### src/rtl/dpram_pkg.sv
// dpram_pkg: shared declarations for the single-clock true dual-port RAM.
//   - default geometry (NUM_LANES, DEPTH) for the standard 32 x 8 scratch buffer
//   - FSM state type for the clear engine
//   - lane merge helper used by both write ports
package dpram_pkg;

   localparam int ADDR_WIDTH_DEF = 5;
   localparam int DATA_WIDTH_DEF = 8;
   localparam int LANE_WIDTH_DEF = 8;
   localparam int NUM_LANES      = DATA_WIDTH_DEF / LANE_WIDTH_DEF;
   localparam int DEPTH          = 2 ** ADDR_WIDTH_DEF;

   // Widest word the merge helper handles; callers cast in and out.
   localparam int MERGE_W = 64;

   typedef enum logic {
      CLEAR = 1'b0,
      RUN   = 1'b1
   } state_t;

   // Bits set in bit_mask take new_word, the rest keep old_word.
   function automatic logic [MERGE_W-1:0] merge_word(input logic [MERGE_W-1:0] old_word,
                                                      input logic [MERGE_W-1:0] new_word,
                                                      input logic [MERGE_W-1:0] bit_mask);
      return (old_word & ~bit_mask) | (new_word & bit_mask);
   endfunction

endpackage

### src/rtl/dpram_rd_pipe.sv
// dpram_rd_pipe: read-data / read-valid delay line for one RAM port.
//   clk, rst      clock, asynchronous active-low reset
//   vld_p0        a read result is presented this cycle
//   data_p0       word captured with vld_p0
//   vld_out       valid strobe, RD_LATENCY cycles after the access edge
//   data_out      last valid word; holds between strobes
module dpram_rd_pipe
   import dpram_pkg::*;
#(
   parameter int DATA_WIDTH = DATA_WIDTH_DEF,
   parameter int RD_LATENCY = 1
)(
   input  logic                  clk,
   input  logic                  rst,
   input  logic                  vld_p0,
   input  logic [DATA_WIDTH-1:0] data_p0,
   output logic                  vld_out,
   output logic [DATA_WIDTH-1:0] data_out
);

   logic                  vld_p1;
   logic [DATA_WIDTH-1:0] data_p1;

   // stage p0 -> p1: capture at the access edge
   always_ff @(posedge clk or negedge rst) begin
      if (!rst) begin
         vld_p1  <= 1'b0;
         data_p1 <= '0;
      end else begin
         vld_p1 <= vld_p0;
         if (vld_p0) data_p1 <= data_p0;
      end
   end

   generate
      if (RD_LATENCY == 2) begin : g_lat2
         logic                  vld_p2;
         logic [DATA_WIDTH-1:0] data_p2;

         // stage p1 -> p2: optional output register
         always_ff @(posedge clk or negedge rst) begin
            if (!rst) begin
               vld_p2  <= 1'b0;
               data_p2 <= '0;
            end else begin
               vld_p2 <= vld_p1;
               if (vld_p1) data_p2 <= data_p1;
            end
         end

         assign vld_out  = vld_p2;
         assign data_out = data_p2;
      end else begin : g_lat1
         assign vld_out  = vld_p1;
         assign data_out = data_p1;
      end
   endgenerate

endmodule

### src/rtl/dpram_tdp_sc.sv
// dpram_tdp_sc: single-clock true dual-port RAM with per-lane writes,
// selectable same-port read-during-write, clear engine and collision flag.
//   clk, rst                clock, asynchronous active-low reset
//   clr_req                 pulse; starts a clear pass when in RUN
//   ready                   1 = ports accept accesses
//   enX (active-low), wr_enX, lane_enX, addr_X, datain_X   port X request
//   dataout_X, rd_validX    port X read result and strobe
//   collision               pulse one cycle after a same-address access with a write
module dpram_tdp_sc
   import dpram_pkg::*;
#(
   parameter int                    ADDR_WIDTH   = ADDR_WIDTH_DEF,
   parameter int                    DATA_WIDTH   = DATA_WIDTH_DEF,
   parameter int                    LANE_WIDTH   = LANE_WIDTH_DEF,
   parameter int                    RD_LATENCY   = 1,
   parameter int                    RDW_MODE     = 0,
   parameter int                    CLEAR_ON_RST = 1,
   parameter logic [DATA_WIDTH-1:0] CLR_VAL      = '0
)(
   input  logic                             clk,
   input  logic                             rst,
   input  logic                             clr_req,
   output logic                             ready,
   input  logic                             enA,
   input  logic                             wr_enA,
   input  logic [DATA_WIDTH/LANE_WIDTH-1:0] lane_enA,
   input  logic [ADDR_WIDTH-1:0]            addr_A,
   input  logic [DATA_WIDTH-1:0]            datain_A,
   output logic [DATA_WIDTH-1:0]            dataout_A,
   output logic                             rd_validA,
   input  logic                             enB,
   input  logic                             wr_enB,
   input  logic [DATA_WIDTH/LANE_WIDTH-1:0] lane_enB,
   input  logic [ADDR_WIDTH-1:0]            addr_B,
   input  logic [DATA_WIDTH-1:0]            datain_B,
   output logic [DATA_WIDTH-1:0]            dataout_B,
   output logic                             rd_validB,
   output logic                             collision
);

   localparam int WORDS = 2 ** ADDR_WIDTH;

   logic [DATA_WIDTH-1:0] mem [WORDS];

   state_t                state, state_nxt;
   logic [ADDR_WIDTH-1:0] clr_cnt;

   logic                  acc_a, acc_b, we_a, we_b, same_addr;
   logic [DATA_WIDTH-1:0] bm_a, bm_b, old_a, old_b;
   logic [DATA_WIDTH-1:0] merged_a, merged_b, merged_ba;
   logic                  wen_a, wen_b;
   logic [ADDR_WIDTH-1:0] waddr_a;
   logic [DATA_WIDTH-1:0] wdata_a;
   logic                  vld_a_p0, vld_b_p0;
   logic [DATA_WIDTH-1:0] data_a_p0, data_b_p0;

   // Lane enables fanned out to one mask bit per data bit.
   for (genvar i = 0; i < DATA_WIDTH; i++) begin : g_mask
      assign bm_a[i] = lane_enA[i / LANE_WIDTH];
      assign bm_b[i] = lane_enB[i / LANE_WIDTH];
   end

   // Accesses only count while ready; during a clear they are dropped.
   assign acc_a     = ready && !enA;
   assign acc_b     = ready && !enB;
   assign we_a      = acc_a && wr_enA;
   assign we_b      = acc_b && wr_enB;
   assign same_addr = (addr_A == addr_B);

   // Array reads are pre-write, which gives cross-port read-first for free.
   assign old_a    = mem[addr_A];
   assign old_b    = mem[addr_B];
   assign merged_a = DATA_WIDTH'(merge_word(MERGE_W'(old_a), MERGE_W'(datain_A), MERGE_W'(bm_a)));
   assign merged_b = DATA_WIDTH'(merge_word(MERGE_W'(old_b), MERGE_W'(datain_B), MERGE_W'(bm_b)));
   // Write/write to one address: B's lanes first, A's lanes on top.
   assign merged_ba = DATA_WIDTH'(merge_word(MERGE_W'(merged_b), MERGE_W'(datain_A), MERGE_W'(bm_a)));

   // The clear engine borrows the port A write path.
   always_comb begin
      wen_a   = we_a;
      waddr_a = addr_A;
      wdata_a = (we_b && same_addr) ? merged_ba : merged_a;
      if (state == CLEAR) begin
         wen_a   = 1'b1;
         waddr_a = clr_cnt;
         wdata_a = CLR_VAL;
      end
   end

   // On a shared address port A carries the combined word, so B stands down.
   assign wen_b = we_b && !(we_a && same_addr);

   always_ff @(posedge clk) begin
      if (wen_a) mem[waddr_a] <= wdata_a;
      if (wen_b) mem[addr_B]  <= merged_b;
   end

   always_comb begin
      state_nxt = state;
      case (state)
         CLEAR:   if (clr_cnt == '1) state_nxt = RUN;
         RUN:     if (clr_req)       state_nxt = CLEAR;
         default: state_nxt = RUN;
      endcase
   end

   always_ff @(posedge clk or negedge rst) begin
      if (!rst) begin
         state     <= (CLEAR_ON_RST != 0) ? CLEAR : RUN;
         clr_cnt   <= '0;
         ready     <= 1'b0;
         collision <= 1'b0;
      end else begin
         state     <= state_nxt;
         ready     <= (state_nxt == RUN);
         // Counter wraps to 0 naturally after the last address.
         clr_cnt   <= (state == CLEAR) ? clr_cnt + 1'b1 : '0;
         collision <= acc_a && acc_b && same_addr && (wr_enA || wr_enB);
      end
   end

   // Write-first returns this port's own merged word.
   assign vld_a_p0  = acc_a && (!wr_enA || (RDW_MODE == 1));
   assign vld_b_p0  = acc_b && (!wr_enB || (RDW_MODE == 1));
   assign data_a_p0 = (wr_enA && (RDW_MODE == 1)) ? merged_a : old_a;
   assign data_b_p0 = (wr_enB && (RDW_MODE == 1)) ? merged_b : old_b;

   dpram_rd_pipe #(.DATA_WIDTH(DATA_WIDTH), .RD_LATENCY(RD_LATENCY)) u_pipe_a (
      .clk      (clk),
      .rst      (rst),
      .vld_p0   (vld_a_p0),
      .data_p0  (data_a_p0),
      .vld_out  (rd_validA),
      .data_out (dataout_A)
   );

   dpram_rd_pipe #(.DATA_WIDTH(DATA_WIDTH), .RD_LATENCY(RD_LATENCY)) u_pipe_b (
      .clk      (clk),
      .rst      (rst),
      .vld_p0   (vld_b_p0),
      .data_p0  (data_b_p0),
      .vld_out  (rd_validB),
      .data_out (dataout_B)
   );

endmodule

### config.mk
export PLATFORM = sky130hd
export DESIGN_NAME = dpram_tdp_sc
export DESIGN_NICKNAME = d
export VERILOG_FILES = /design/src/rtl/dpram_pkg.sv /design/src/rtl/dpram_rd_pipe.sv /design/src/rtl/dpram_tdp_sc.sv
export SDC_FILE = /design/constraint.sdc
export NUM_CORES = 1
export LEC_CHECK = 0
export ABC_AREA = 0
export CORE_MARGIN = 2
export CORE_UTILIZATION = 55
export CTS_BUF_LIST = sky130_fd_sc_hd__clkbuf_8 sky130_fd_sc_hd__clkbuf_16
export CTS_CLUSTER_DIAMETER = 40
export DETAILED_ROUTE_END_ITERATION = 6
export PLACE_DENSITY = 0.82
export RECOVER_POWER = 100
export SYNTH_ARGS = -nofsm -noshare
export SYNTH_HDL_FRONTEND = slang
export SYNTH_SLANG_ARGS = --single-unit
### constraint.sdc
create_clock -name clk -period 6.16 [get_ports clk]
set_input_delay 1.54 -clock clk [delete_from_list [all_inputs] [get_ports clk]]
set_output_delay 1.54 -clock clk [all_outputs]
set_load 0.005 [all_outputs]
==> run metrics <==
Setup Fix Bufs, Post-CTS 0; syn_nets about 1.3k; core box area 0.0305 sq mm; Post-DP HPWL between 40000 and 50000 microns; Final period util 86.6%; largest net degree at the start of global routing 59; Worst-Skew Late Latency 0.53 ns; initial core utilization 55.8%; CTS Buf Count 39; max layer used met4; initial antenna violation count 2; CTS max path bufs 3; Slew headroom -25.0%; Tmin final 5.33 ns; Final Instance Area 0.0195 sq mm; post-place instance area around 0.018 sq mm; met3 WL 7240 microns; Die Width 180 microns; fmax 188 MHz; global route total overflow 0; area grow syn2layout 14.6%; run status complete, but fails checks; sequential area share after synthesis 48.8%; final WL 60200 microns; Post-synth EDFFs 256; layout cells sized above 1 16.6%; post-synthesis area per instance 13.2 sq um; Distinct cells, synth 52; hold depth 1; Critical Path RT between 6 and 7 ns; hold buffers post-CTS 0; hold crit path type reg -> reg; DR DRC count 0; first-pass GRT wire length ~87000 microns; Metal-1 WL 22500 microns; final setup fails 0; r2r setup slk roughly 2.2 ns; flops & latches, synth 281; n_diodes 0; Post-Route Setup TNS 0 ns; I/O pin count 55; die area between 0.03 and 0.04 sq mm; ANT nets after route 0; final hold violation count 0; count leader, synth mux2i_1; Pre-antenna DRT Iters 6; Startpoint Class input port; Arrival @ worst endpoint between 5 and 6 ns; DR WL met2 26800 microns; All-Layer GR Usage 36.8%; R2R depth 5; Synth top area share 45.2%; YS warnings 0; H-Tree Depth 2; fin. max-slew vios 49; Syn Std Cell Area 0.0170 sq mm; CTS tree yes; Clock Sinks 281; leading post-synthesis cells by cell area edfxtp_1, mux2i_1, mux4_2; initial DRC count 2158; Power Dens Cells between 300 and 400 mW/mm^2; worst slew pin tran 1.88 ns; Synth async-reset ratio 8.90%; vias in the first global route 12.3k; clk slew on worst S/H paths 0.06 ns; Port Buffer Count 54; # fillers approximately 2.2k; routed len/inst between 30 and 40 microns; row count 64; Worst Clk Skew approximately 0.019 ns; Power Total 6630 uW; RSZ-0062 raised after global routing no; commonest cells in the netlist mux2i_1, edfxtp_1, mux4_2; Synth area leader edfxtp_1; vias per cell 7.26; peak supply drop 0.000206 V; DIE HEIGHT 180 microns; Crit Path Class in -> reg; clk root buf clkbuf_16; Crit Path Max Fanout 39; final RePlAce weighted congestion 1.02; fin nets 1368; Worst Setup End Kind flop; Top FF cell, synth edfxtp_1; Post-Synthesis Cells 1286; Gates resized, CTS repair 0; cell leakage power 0.00738 uW; Max Cap Violations 2; violated checks capacitance limit, slew limit; routed vias 12.7k
layer usage:
metal | up-vias | global-route usage [%]
li1 | 5177 | -
met1 | 6375 | 50.6
met2 | 996 | 55.8
met3 | 187 | 8.51
met4 | 0 | 17.2
met5 | - | 0
layout by cell type (no fill, tap or decap), drive strengths merged, types with 3 or more instances in the layout:
| cell | netlist | routed |
|---|---|---|
| a221oi | 3 | 3 |
| clkinv | 0 | 5 |
| dfrtp | 25 | 25 |
| and2 | 6 | 6 |
| o21ai | 24 | 24 |
| nor3 | 19 | 19 |
| clkdlybuf4s50 | 0 | 27 |
| edfxtp | 256 | 256 |
| nor4 | 20 | 20 |
| or3 | 3 | 3 |
| nand2 | 40 | 40 |
| nor2b | 7 | 7 |
| or4b | 4 | 4 |
| a22o | 27 | 27 |
| o21bai | 21 | 21 |
| bufinv | 0 | 9 |
| mux2 | 12 | 12 |
| a21oi | 14 | 14 |
| nand4 | 7 | 7 |
| o32ai | 4 | 4 |
| buf | 87 | 70 |
| mux2i | 394 | 394 |
| dlygate4sd3 | 0 | 24 |
| mux4 | 64 | 64 |
| nor2 | 42 | 42 |
| nand2b | 8 | 8 |
| nand3 | 14 | 14 |
| clkbuf | 58 | 69 |
| xnor2 | 7 | 7 |
| and3 | 6 | 6 |
| o22ai | 64 | 64 |
| nand4bb | 7 | 7 |
| a31oi | 9 | 9 |
| nand4b | 4 | 4 |
| inv | 14 | 25 |
| o2111ai | 5 | 5 |
metrics by stage:
| step | cells | hold WS, ns | utilization [%] | worst slack, ns |
|---|---|---|---|---|
| 6_report | 1754 | 0.518 | 64.0 | 0.828 |
| 5_1_grt | 1754 | 0.539 | 64.0 | 0.629 |
| 4_1_cts | 1754 | 0.514 | 64.5 | 1.45 |
| 3_5_place_dp | 1686 | 0.503 | 59.9 | 0.933 |
| 3_3_place_gp | 1686 | 0.489 | 59.9 | 0.935 |
| 2_1_floorplan | 1286 | 0.461 | - | 2.16 |
registers in the layout, indices dropped and copies added (netlist names):
name and flops:
mem 256, u_pipe_a.data_out 8, u_pipe_b.data_out 8, clr_cnt 5
collision 1, state 1, u_pipe_a.vld_out 1, u_pipe_b.vld_out 1
critical path, stage by stage:
cell	delay [ns]
clkbuf_2	1.30
clkbuf_1	0.59
mux4_2	0.63
a22o_1	0.20
nor2_1	0.31
nand2_1	0.10
o2111ai_1	0.13
clkbuf_2	0.57
mux2i_1	0.17
path summary, 6_finish.rpt:
check                                      from                          endpoint
max reg2reg                     state$_DFF_PN0_               mem[0][2]$_DFFE_PP_
min                        clr_cnt[0]$_DFF_PN0_              clr_cnt[0]$_DFF_PN0_
max in group asynchronous                   rst  u_pipe_b.data_out[0]$_DFFE_PN0P_
min reg2reg                clr_cnt[0]$_DFF_PN0_              clr_cnt[0]$_DFF_PN0_
min in group asynchronous                   rst              clr_cnt[2]$_DFF_PN0_
max                                   addr_A[0]               mem[0][0]$_DFFE_PP_
power by group:
group | internal [uW] | leakage [uW] | switching (uW)
sequential | 2450 | 0.00269 | 164
combinational | 540 | 0.00399 | 1040
clock | 1590 | 0.000706 | 853
total | 4580 | 0.00738 | 2050
final cells by class:
| class | count | area, sq um | area share, % |
|---|---|---|---|
| Timing Repair Buffer | 149 | 1210 | 6.19 |
| Tap cell | 396 | 495 | 2.54 |
| Clock inverter | 27 | 378 | 1.94 |
| Sequential cell | 281 | 8310 | 42.6 |
| Clock buffer | 41 | 1030 | 5.26 |
| Multi-Input combinational cell | 846 | 8040 | 41.2 |
| Inverter | 14 | 52.6 | 0.269 |
cell families (layout without fill, tap and decap cells):
group                      Yosys count  in the layout  share of synthesized area (%)
DFF                                281            281                           48.8
buffers and inverters              159            231                           4.47
muxes                              470            470                           33.2
AOI/OAI and AO/OA                  175            175                           6.97
xor gates and xnor gates             7              7                          0.360
adders and majority gates            2              2                          0.147
and+or+nand+nor                    192            192                           6.07
Power figures use the tool's default switching activity.
